**config.mk**
```make
export PLATFORM = sky130hd
export DESIGN_NAME = square_gen
export DESIGN_NICKNAME = d
export VERILOG_FILES = /design/src/rtl/square_gen.sv
export SDC_FILE = /design/constraint.sdc
export NUM_CORES = 1
export LEC_CHECK = 0
export ABC_AREA = 0
export ABC_CLOCK_PERIOD_IN_PS = 8700
export CAP_MARGIN = 0
export CORE_MARGIN = 5
export CORE_UTILIZATION = 40
export DETAILED_ROUTE_END_ITERATION = 12
export MAX_ROUTING_LAYER = met4
export PLACE_DENSITY = 0.65
export RECOVER_POWER = 100
export SLEW_MARGIN = 40
export SYNTH_ARGS = -nofsm -noshare
export SYNTH_HDL_FRONTEND = slang
export SYNTH_SLANG_ARGS = --single-unit
export TNS_END_PERCENT = 1
```
**constraint.sdc**
```tcl
create_clock -name clk -period 8.7 [get_ports clk]
set_input_delay 2.175 -clock clk [delete_from_list [all_inputs] [get_ports clk]]
set_output_delay 2.175 -clock clk [all_outputs]
set_load 0.02 [all_outputs]
```
**src/rtl/square_gen.sv**
```systemverilog
// square_gen: per-square move generator with a LIFO move stack and sliding-piece ray relay.
// Optional feature macro: SQUARE_PROMO_EN expands a promoting pawn move into Q, R, B, N entries.
module square_gen #(
    parameter int unsigned STACK_DEPTH = 16,
    localparam int unsigned CW = $clog2(STACK_DEPTH + 1)
) (
    input  logic          clk,
    input  logic          rst,
    input  logic          new_original,
    input  logic [9:0]    original_piece,
    input  logic          collect_pieces,
    input  logic [159:0]  rx_moves,
    input  logic          stack_read,
    output logic [159:0]  tx_moves,
    output logic [15:0]   stack_arbiter,
    output logic          stack_empty,
    output logic          stack_full,
    output logic [CW-1:0] stack_count,
    output logic          busy,
    output logic          overflow
);
    localparam int unsigned AW = $clog2(STACK_DEPTH);

    localparam logic [2:0] T_EMPTY  = 3'd0;
    localparam logic [2:0] T_PAWN   = 3'd1;
    localparam logic [2:0] T_KNIGHT = 3'd2;
    localparam logic [2:0] T_BISHOP = 3'd3;
    localparam logic [2:0] T_ROOK   = 3'd4;
    localparam logic [2:0] T_QUEEN  = 3'd5;
    localparam logic [2:0] T_KING   = 3'd6;

    typedef enum logic [1:0] {StIdle, StScan, StPromo} state_e;

    state_e        state_q;
    logic [9:0]    occ_q;
    logic [159:0]  snap_q;
    logic [3:0]    idx_q;
    logic [CW-1:0] count_q;
    logic          overflow_q;
    logic [15:0]   stack_q [STACK_DEPTH];
`ifdef SQUARE_PROMO_EN
    logic [1:0]    pp_q;
    logic [15:0]   promo_word_q;
    logic          promo_last_q;
`endif

    logic [9:0]  mover;
    logic [3:0]  dc, dr;
    logic        adj, occ_empty, shape_ok, move_valid, promoting;
    logic [15:0] move_word, push_word;
    logic        push_en;
    logic [AW-1:0] top_idx, wr_idx;

    assign mover = snap_q[32'(idx_q) * 10 +: 10];

    always_comb begin
        dc        = {1'b0, mover[6:4]} - {1'b0, occ_q[6:4]};
        dr        = {1'b0, mover[3:1]} - {1'b0, occ_q[3:1]};
        adj       = (dc == 4'd0 || dc == 4'd1 || dc == 4'hF) &&
                    (dr == 4'd0 || dr == 4'd1 || dr == 4'hF);
        occ_empty = occ_q[9:7] == T_EMPTY;
        shape_ok  = 1'b0;
        case (mover[9:7])
            T_PAWN: begin
                // Pawns push straight only onto an empty square, diagonally only to capture
                if (!mover[0]) begin
                    shape_ok = adj && ((idx_q == 4'd4 && occ_empty) ||
                                       ((idx_q == 4'd3 || idx_q == 4'd5) && !occ_empty));
                end else begin
                    shape_ok = adj && ((idx_q == 4'd0 && occ_empty) ||
                                       ((idx_q == 4'd1 || idx_q == 4'd7) && !occ_empty));
                end
            end
            T_KNIGHT: shape_ok = idx_q[3];
            T_BISHOP: shape_ok = !idx_q[3] && idx_q[0];
            T_ROOK:   shape_ok = !idx_q[3] && !idx_q[0];
            T_QUEEN:  shape_ok = !idx_q[3];
            T_KING:   shape_ok = !idx_q[3] && adj;
            default:  shape_ok = 1'b0;
        endcase
        move_valid = (mover[9:7] != T_EMPTY) && (occ_empty || occ_q[0] != mover[0]) && shape_ok;
        promoting  = (mover[9:7] == T_PAWN) &&
                     (mover[0] ? (occ_q[3:1] == 3'd0) : (occ_q[3:1] == 3'd7));
        move_word  = {2'b00, promoting, !occ_empty, mover[6:4], mover[3:1], occ_q[6:4], occ_q[3:1]};
    end

    always_comb begin
        push_en   = (state_q == StScan) && move_valid;
        push_word = move_word;
`ifdef SQUARE_PROMO_EN
        if (state_q == StPromo) begin
            push_en   = 1'b1;
            push_word = {pp_q, promo_word_q[13:0]};
        end
`endif
    end

    assign stack_empty   = count_q == '0;
    assign stack_full    = count_q == CW'(STACK_DEPTH);
    assign stack_count   = count_q;
    assign top_idx       = AW'(count_q - 1'b1);
    assign wr_idx        = AW'(count_q);
    assign stack_arbiter = stack_empty ? 16'h0000 : stack_q[top_idx];
    assign busy          = state_q != StIdle;
    assign overflow      = overflow_q;

    always_ff @(posedge clk or posedge rst) begin
        if (rst) begin
            state_q      <= StIdle;
            occ_q        <= '0;
            snap_q       <= '0;
            idx_q        <= '0;
            count_q      <= '0;
            overflow_q   <= 1'b0;
`ifdef SQUARE_PROMO_EN
            pp_q         <= '0;
            promo_word_q <= '0;
            promo_last_q <= 1'b0;
`endif
        end else begin
            case (state_q)
                StIdle: begin
                    if (new_original) occ_q <= original_piece;
                    if (collect_pieces) begin
                        snap_q     <= rx_moves;
                        count_q    <= '0;
                        overflow_q <= 1'b0;
                        idx_q      <= '0;
                        state_q    <= StScan;
                    end else if (stack_read && !stack_empty) begin
                        count_q <= count_q - 1'b1;
                    end
                end
                StScan: begin
                    idx_q <= idx_q + 4'd1;
`ifdef SQUARE_PROMO_EN
                    if (move_valid && promoting) begin
                        pp_q         <= 2'd1;
                        promo_word_q <= move_word;
                        promo_last_q <= idx_q == 4'hF;
                        state_q      <= StPromo;
                    end else
`endif
                    if (idx_q == 4'hF) state_q <= StIdle;
                end
`ifdef SQUARE_PROMO_EN
                StPromo: begin
                    pp_q <= pp_q + 2'd1;
                    if (pp_q == 2'd3) state_q <= promo_last_q ? StIdle : StScan;
                end
`endif
                default: state_q <= StIdle;
            endcase
            if (push_en) begin
                if (stack_full) overflow_q <= 1'b1;
                else            count_q    <= count_q + 1'b1;
            end
        end
    end

    // Stack storage needs no reset: entries above count are never observed
    always_ff @(posedge clk) begin
        if (push_en && !stack_full) stack_q[wr_idx] <= push_word;
    end

    logic [9:0] relay_src;
    always_comb begin
        relay_src = '0;
        for (int d = 0; d < 16; d++) tx_moves[10*d +: 10] = occ_q;
        if (occ_q[9:7] == T_EMPTY) begin
            for (int d = 0; d < 8; d++) begin
                relay_src = rx_moves[10*((d+4)%8) +: 10];
                if (relay_src[9:7] == T_BISHOP || relay_src[9:7] == T_ROOK ||
                    relay_src[9:7] == T_QUEEN) begin
                    tx_moves[10*d +: 10] = relay_src;
                end
            end
        end
    end
endmodule

```
==> results.sh, run 1 <==
export IMPL_n_antenna_cell=0
export IMPL_avgViaCountPerCell=5.31
export IMPL_cts_buffers=43
export IMPL_io_buffers=357
export IMPL_hp_class="flip-flop to flip-flop"
export IMPL_cts_sinks=405
export IMPL_min_period_ns=7.31
export IMPL_nets=2008
export IMPL_drt_iter0_drc=1137
export IMPL_synth_ff_type="edfxtp_1"
export IMPL_min_from="snap_q[15]"
export IMPL_grt_max_degree=137
export IMPL_required_ns=8.86
export IMPL_critPathCaptureType="flip-flop"
export IMPL_crit_chain="buf_4, mux4_2, mux4_2, inv_1, ha_1, inv_1, fa_1, inv_1, or4_1, a32o_1, a311oi_1, a31oi_1, o211ai_1, o2111a_1, and3b_1, and2_0"
export IMPL_cts_tree="yes"
export IMPL_drv_slew=305
export IMPL_start_util_pct=40.2
export IMPL_hold_depth=2
export IMPL_overflow=0
export IMPL_synthesis_area_sq_mm=0.0190
export IMPL_wirelength_microns=55900
export IMPL_ys_top_cells_by_area="edfxtp_1 (35%), dfrtp_1 (24%), mux4_2 (11%)"
export IMPL_grt_first_pass_wirelength_microns=84000
export IMPL_ant_nets=0
export IMPL_violations="max-capacitance violations, max-slew violations"
export IMPL_startpoint_type="flip-flop"
export IMPL_core_sq_mm=0.0473
export IMPL_path_buf_inv=4
export IMPL_clock_path_buffers=3
export IMPL_fin_skew_ns=0.0325
export IMPL_worst_slew_margin_rel_pct=-89.7
export IMPL_fmax_ghz=0.137
export IMPL_synth_avg_cell_area_sq_um=12.2
export IMPL_status="finished with violations"
export IMPL_ys_top_cells_by_count="nand2_1 (530), edfxtp_1 (224), dfrtp_1 (181)"
export IMPL_hold_viol=0
export IMPL_dieArea_sq_mm=0.0520
export IMPL_wire_per_inst_microns=22.7
export IMPL_worst_pin_slew_ns=2.85
export IMPL_finalSetupTns_ns=0
export IMPL_synth_warnings=0
export IMPL_hpwl_microns=38300
export IMPL_synth_edf_count=224
export IMPL_worstPathArrival_ns=7.48
export IMPL_dpl_instance_area_sq_mm=0.0227
export IMPL_irDropWorstVdd_mv=0.177
export IMPL_max_cap_viol_count=6
export IMPL_multi_input_area_sq_mm=0.00670
export IMPL_fp_dieH_microns=228
export IMPL_area_sequential_sq_mm=0.0113
export IMPL_slowest_stage="dfrtp_1"
export IMPL_postSynthCellCount=1559
export IMPL_clk_pin_slew_ns=0.06
export IMPL_cts_setup_buffers=0
export IMPL_syn_to_final_growth_pct=26.3
export IMPL_track_usage_pct=21.6
export IMPL_grt_pass1_vias=13600
export IMPL_ys_seq_elements=405
export IMPL_ios=360
export IMPL_finalCritPeriodShare_pct=84.1
export IMPL_antenna_found_initial=3
export IMPL_gp_congestion=0.837
export IMPL_p_leak_nw=9.66
export IMPL_worst_r2r_path_depth=16
export IMPL_crit_family="simple AND/OR/NAND/NOR gates"
export IMPL_drive_above_1_share_pct=12.0
export IMPL_worst_r2r_setup_slack_ns=1.39
export IMPL_drc=0
export IMPL_hold_buffers=0
export IMPL_synth_top_cell_area_share_pct=35.4
export IMPL_root_buffer="clkbuf_16"
export IMPL_seq_area_frac_synth_pct=59.2
export IMPL_worstPathMaxFanout=26
export IMPL_rr_endpoint="stack_q[9][0]"
export IMPL_synth_area_leader_cell="edfxtp_1"
export IMPL_r2r_start="idx_q[0]"
export IMPL_dieWidth_microns=228
export IMPL_netlist_cell_type_count=64
export IMPL_fillCellCount=4155
export IMPL_cts_max_level=2
export IMPL_synth_most_common_cell="nand2_1"
export IMPL_cp_common_cell="inv_1"
export IMPL_synthArstFlopShare_pct=44.7
export IMPL_insertion_delay_ns=0.58
export IMPL_path_class="flip-flop to flip-flop"
export IMPL_drt_pass1_iterations=5
export IMPL_rsz0062_at_grt="no"
export IMPL_core_rowCount=80
export IMPL_setup_viol=0
export IMPL_powerDensity_mw_per_mm2=415
export IMPL_crit_path_max_incr_delay_ns=1.15
export IMPL_fin_area_sq_mm=0.0240
export IMPL_cts_resized=0
export IMPL_holdPathEnd="snap_q[15]"
export IMPL_vias=13100
## placed cells by master (no fill, tap or decap), drive strengths merged, types with 3 or more instances in the layout
cell	synthesis	routed
a211oi	30	30
a21boi	3	3
a21o	9	9
a21oi	16	16
a22oi	4	4
and2	10	10
and3	8	8
and4b	3	3
buf	110	16
bufinv	0	6
clkbuf	60	63
clkdlybuf4s50	0	188
clkinv	4	18
dfrtp	181	181
dlygate4sd3	0	169
edfxtp	224	224
ha	14	14
inv	20	21
mux2	32	32
mux2i	27	27
mux4	96	96
nand2	530	530
nand2b	7	7
nand3	11	11
nand3b	11	11
nor2	18	18
nor2b	20	20
nor3	4	4
o211ai	3	3
o21ai	46	46
o21bai	16	16
o31ai	4	4
or4	3	3
## final cells by class
class | count | share of cell area, %
clock buffer | 54 | 4.90
inverter | 24 | 0.427
sequential | 405 | 46.9
clock inverter | 22 | 1.11
timing repair buffer | 382 | 15.6
multi-input combinational | 961 | 27.9
tap | 615 | 3.20
## per-stage QoR
| stage | hold WS, ns | total power, mW | cells | utilization [%] | worst slack (ns) |
|---|---|---|---|---|---|
| 4_1_cts | 0.473 | 10.3 | 2463 | 50.9 | 2.00 |
| 6_report | 0.471 | 9.96 | 2463 | 50.7 | 1.39 |
| 5_1_grt | 0.481 | 10.5 | 2463 | 50.7 | 0.940 |
| 3_3_place_gp | 0.453 | 8.22 | 2386 | 47.8 | 1.93 |
| 2_1_floorplan | 0.437 | 6.36 | 1560 | - | 1.61 |
| 3_5_place_dp | 0.458 | 8.35 | 2387 | 47.9 | 2.04 |
## flip-flops by register name, summed over array words and instances, names as in the netlist
name and flops:
stack_q 224, snap_q 160, occ_q 10, stack_count 5, idx_q 4, overflow 1, state_q 1
## power breakdown
group | internal [mW] | leakage [nW] | total (mW) | switching [mW]
registers | 2.76 | 4.27 | 3.14 | 0.375
logic | 2.02 | 4.68 | 4.93 | 2.91
clock network | 1.14 | 0.719 | 1.89 | 0.754
total | 5.92 | 9.66 | 9.96 | 4.04
## cells by family (layout without fill, tap and decap cells)
kind of cell / after synthesis / in the layout / synth area share (%)
AOI/OAI and AO/OA: 149 / 149 / 5.21
xor gates and xnor gates: 4 / 4 / 0.184
adders and majority gates: 16 / 16 / 1.13
buffers and inverters: 194 / 482 / 5.69
DFF: 405 / 405 / 59.2
muxes: 155 / 155 / 14.8
other: 1 / 2 / 0.0197
and+or+nand+nor: 635 / 635 / 13.8
## tightest hold or removal path, stage by stage, from the launching register on
cell	delay (ns)
dfrtp_1	0.34
nand2_1	0.05
nand2_1	0.05
## worst max-delay path by stage
stage | from | to | slack [ns] | depth (start not counted)
2_1_floorplan | rst | idx_q[0] | 1.61 | 1
3_3_place_gp | rx_moves[17] | tx_moves[50] | 1.93 | 5
3_5_place_dp | rx_moves[67] | tx_moves[20] | 2.04 | 5
4_1_cts | idx_q[0] | stack_q[1][13] | 2.00 | 16
5_1_grt | idx_q[0] | stack_q[14][13] | 0.94 | 16
6_report | idx_q[0] | stack_q[9][0] | 1.39 | 16
## metal layers
metal	routed length (microns)	track usage [%]	part of all wire, %
met5	0	-	0
met4	1630	6.88	2.9
met3	4060	4.54	7.3
met2	27700	35.2	50
met1	22500	27.5	40
No activity file was read; power rests on OpenSTA's default activity.
==> inputs of run 2 (changes only) <==
Settings changed: ABC_CLOCK_PERIOD_IN_PS 8700 to 6500, PLACE_DENSITY 0.65 to 0.67.
Clock period 8.7 ns to 6.5 ns, I/O delays scaled along.
==> results.sh, run 2 (same netlist as run 1, synthesis figures left out) <==
export IMPL_vias=13100
export IMPL_finalCritPeriodShare_pct=94.7
export IMPL_root_buffer="clkbuf_16"
export IMPL_dp_cells=2399
export IMPL_worst_r2r_setup_slack_ns=0.45
export IMPL_track_usage_pct=21.8
export IMPL_irDropWorstVdd_mv=0.272
export IMPL_slowest_stage="a21oi_1"
export IMPL_hold_ws_ns=0.471
export IMPL_drt_iter0_drc=1122
export IMPL_clock_path_buffers=3
export IMPL_wirelength_microns=56300
export IMPL_drv_slew=315
export IMPL_cts_max_level=2
export IMPL_syn_to_final_growth_pct=26.7
export IMPL_hold_buffers=0
export IMPL_avgViaCountPerCell=5.30
export IMPL_worst_slew_margin_rel_pct=-81.4
export IMPL_startpoint_type="flip-flop"
export IMPL_gp_congestion=0.891
export IMPL_fp_dieH_microns=228
export IMPL_min_period_ns=6.16
export IMPL_wire_per_inst_microns=22.8
export IMPL_worst_r2r_path_depth=15
export IMPL_finalPower_mw=13.4
export IMPL_nets=2021
export IMPL_crit_chain="or2_0, nor2_1, inv_1, a21oi_1, mux2_2, dlygate4sd3_1"
export IMPL_ant_nets=0
export IMPL_fillCellCount=4086
export IMPL_cts_tree="yes"
export IMPL_status="finished with violations"
export IMPL_critPathCaptureType="output pin"
export IMPL_drt_pass1_iterations=8
export IMPL_dieWidth_microns=228
export IMPL_hp_class="flip-flop to flip-flop"
export IMPL_layout_common_cells="nand2_1 (530), edfxtp_1 (224), clkdlybuf4s50_1 (181)"
export IMPL_rr_endpoint="stack_q[2][2]"
export IMPL_cts_resized=0
export IMPL_cts_setup_buffers=0
export IMPL_drc=0
export IMPL_rsz0062_at_grt="no"
export IMPL_finalSetupTns_ns=0
export IMPL_largest_register="stack_q"
export IMPL_path_class="flip-flop to output pin"
export IMPL_fin_skew_ns=0.0135
export IMPL_endpoint="tx_moves[34]"
export IMPL_cts_buffers=42
export IMPL_powerDensity_mw_per_mm2=554
export IMPL_grt_pass1_vias=13500
export IMPL_required_ns=4.88
export IMPL_worst_pin_slew_ns=2.72
export IMPL_overflow=0
export IMPL_start_util_pct=40.2
export IMPL_r2r_start="idx_q[0]"
export IMPL_largest_reg_flops=224
export IMPL_violations="max-capacitance violations, max-slew violations"
export IMPL_top_regs="stack_q (224), snap_q (160), occ_q (10)"
export IMPL_final_common_cell="nand2_1"
export IMPL_instances_no_fill=2475
export IMPL_p_leak_nw=9.71
export IMPL_fmax_ghz=0.162
export IMPL_hold_viol=0
export IMPL_core_rowCount=80
export IMPL_finish_utilization_pct=50.9
export IMPL_worstPathMaxFanout=24
export IMPL_drive_above_1_share_pct=12.3
export IMPL_io_buffers=357
export IMPL_n_antenna_cell=0
export IMPL_hpwl_microns=40400
export IMPL_insertion_delay_ns=0.55
export IMPL_max_cap_viol_count=5
export IMPL_crit_path_max_incr_delay_ns=0.91
export IMPL_clk_pin_slew_ns=0.06
export IMPL_cts_sinks=405
export IMPL_grt_max_degree=127
export IMPL_worstPathArrival_ns=4.53
export IMPL_grt_first_pass_wirelength_microns=84700
export IMPL_antenna_found_initial=0
export IMPL_setup_viol=0
export IMPL_ios=360
export IMPL_dieArea_sq_mm=0.0520
export IMPL_core_sq_mm=0.0473
export IMPL_startpoint="occ_q[7]"
[run 2: changes by cell type in the layout (fill, tap and decap cells not counted), moves of 5 or more]
| cell | before | now |
|---|---|---|
| dlygate4sd3_1 | 169 | 176 |
| and2_1 | 0 | 9 |
| clkdlybuf4s50_1 | 188 | 181 |
| buf_4 | 15 | 20 |
| and2_2 | 6 | 0 |
[run 2: worst min path at each step]
stage,startpoint,slack [ns],to,cells after the start
after floorplan,snap_q[138],0.44,snap_q[138],2
after global placement,snap_q[148],0.45,snap_q[148],2
after detailed placement,snap_q[147],0.46,snap_q[147],2
after CTS,snap_q[78],0.47,snap_q[78],2
after global routing,snap_q[103],0.49,snap_q[103],2
final,snap_q[147],0.47,snap_q[147],2
[run 2: area by class of cell]
type | count | area, sq um | share of cell area [%]
clock inverter | 17 | 194 | 0.804
multi-input combinational | 961 | 6710 | 27.8
clock buffer | 57 | 1200 | 4.97
inverter | 24 | 91.3 | 0.379
timing repair buffer | 396 | 3880 | 16.1
sequential | 405 | 11300 | 46.7
tap | 615 | 769 | 3.19
[run 2: worst max-delay path: cells and delay by family, from the launching register on]
family                 cells  cell delay [ns]
and+or+nand+nor            2             1.07
AOI/OAI and AO/OA          1             0.91
muxes                      1             0.42
DFF                        1             0.37
buffers and inverters      2             1.21
[run 2: per-layer routing]
layer | up-vias | part of all wire [%] | global-route usage, %
met3 | 102 | 6.9 | 3.92
met4 | 0 | 4.2 | 8.53
met2 | 570 | 47 | 33.9
met1 | 6465 | 42 | 28.7
met5 | - | 0 | -
li1 | 5970 | - | -
[run 2: report_power, final]
part	internal (mW)	switching [mW]	total [mW]
Combinational	2.75	4.01	6.76
Sequential	3.70	0.465	4.17
Clock	1.45	0.978	2.43
[run 2: through the flow]
stage / instance area, sq um / setup slack (ns)
3_3_place_gp: 22700 / 0.557
4_1_cts: 24200 / 0.429
6_report: 24100 / 0.344
2_1_floorplan: 19000 / 0.938
3_5_place_dp: 22800 / 0.459
5_1_grt: 24100 / 0.0859
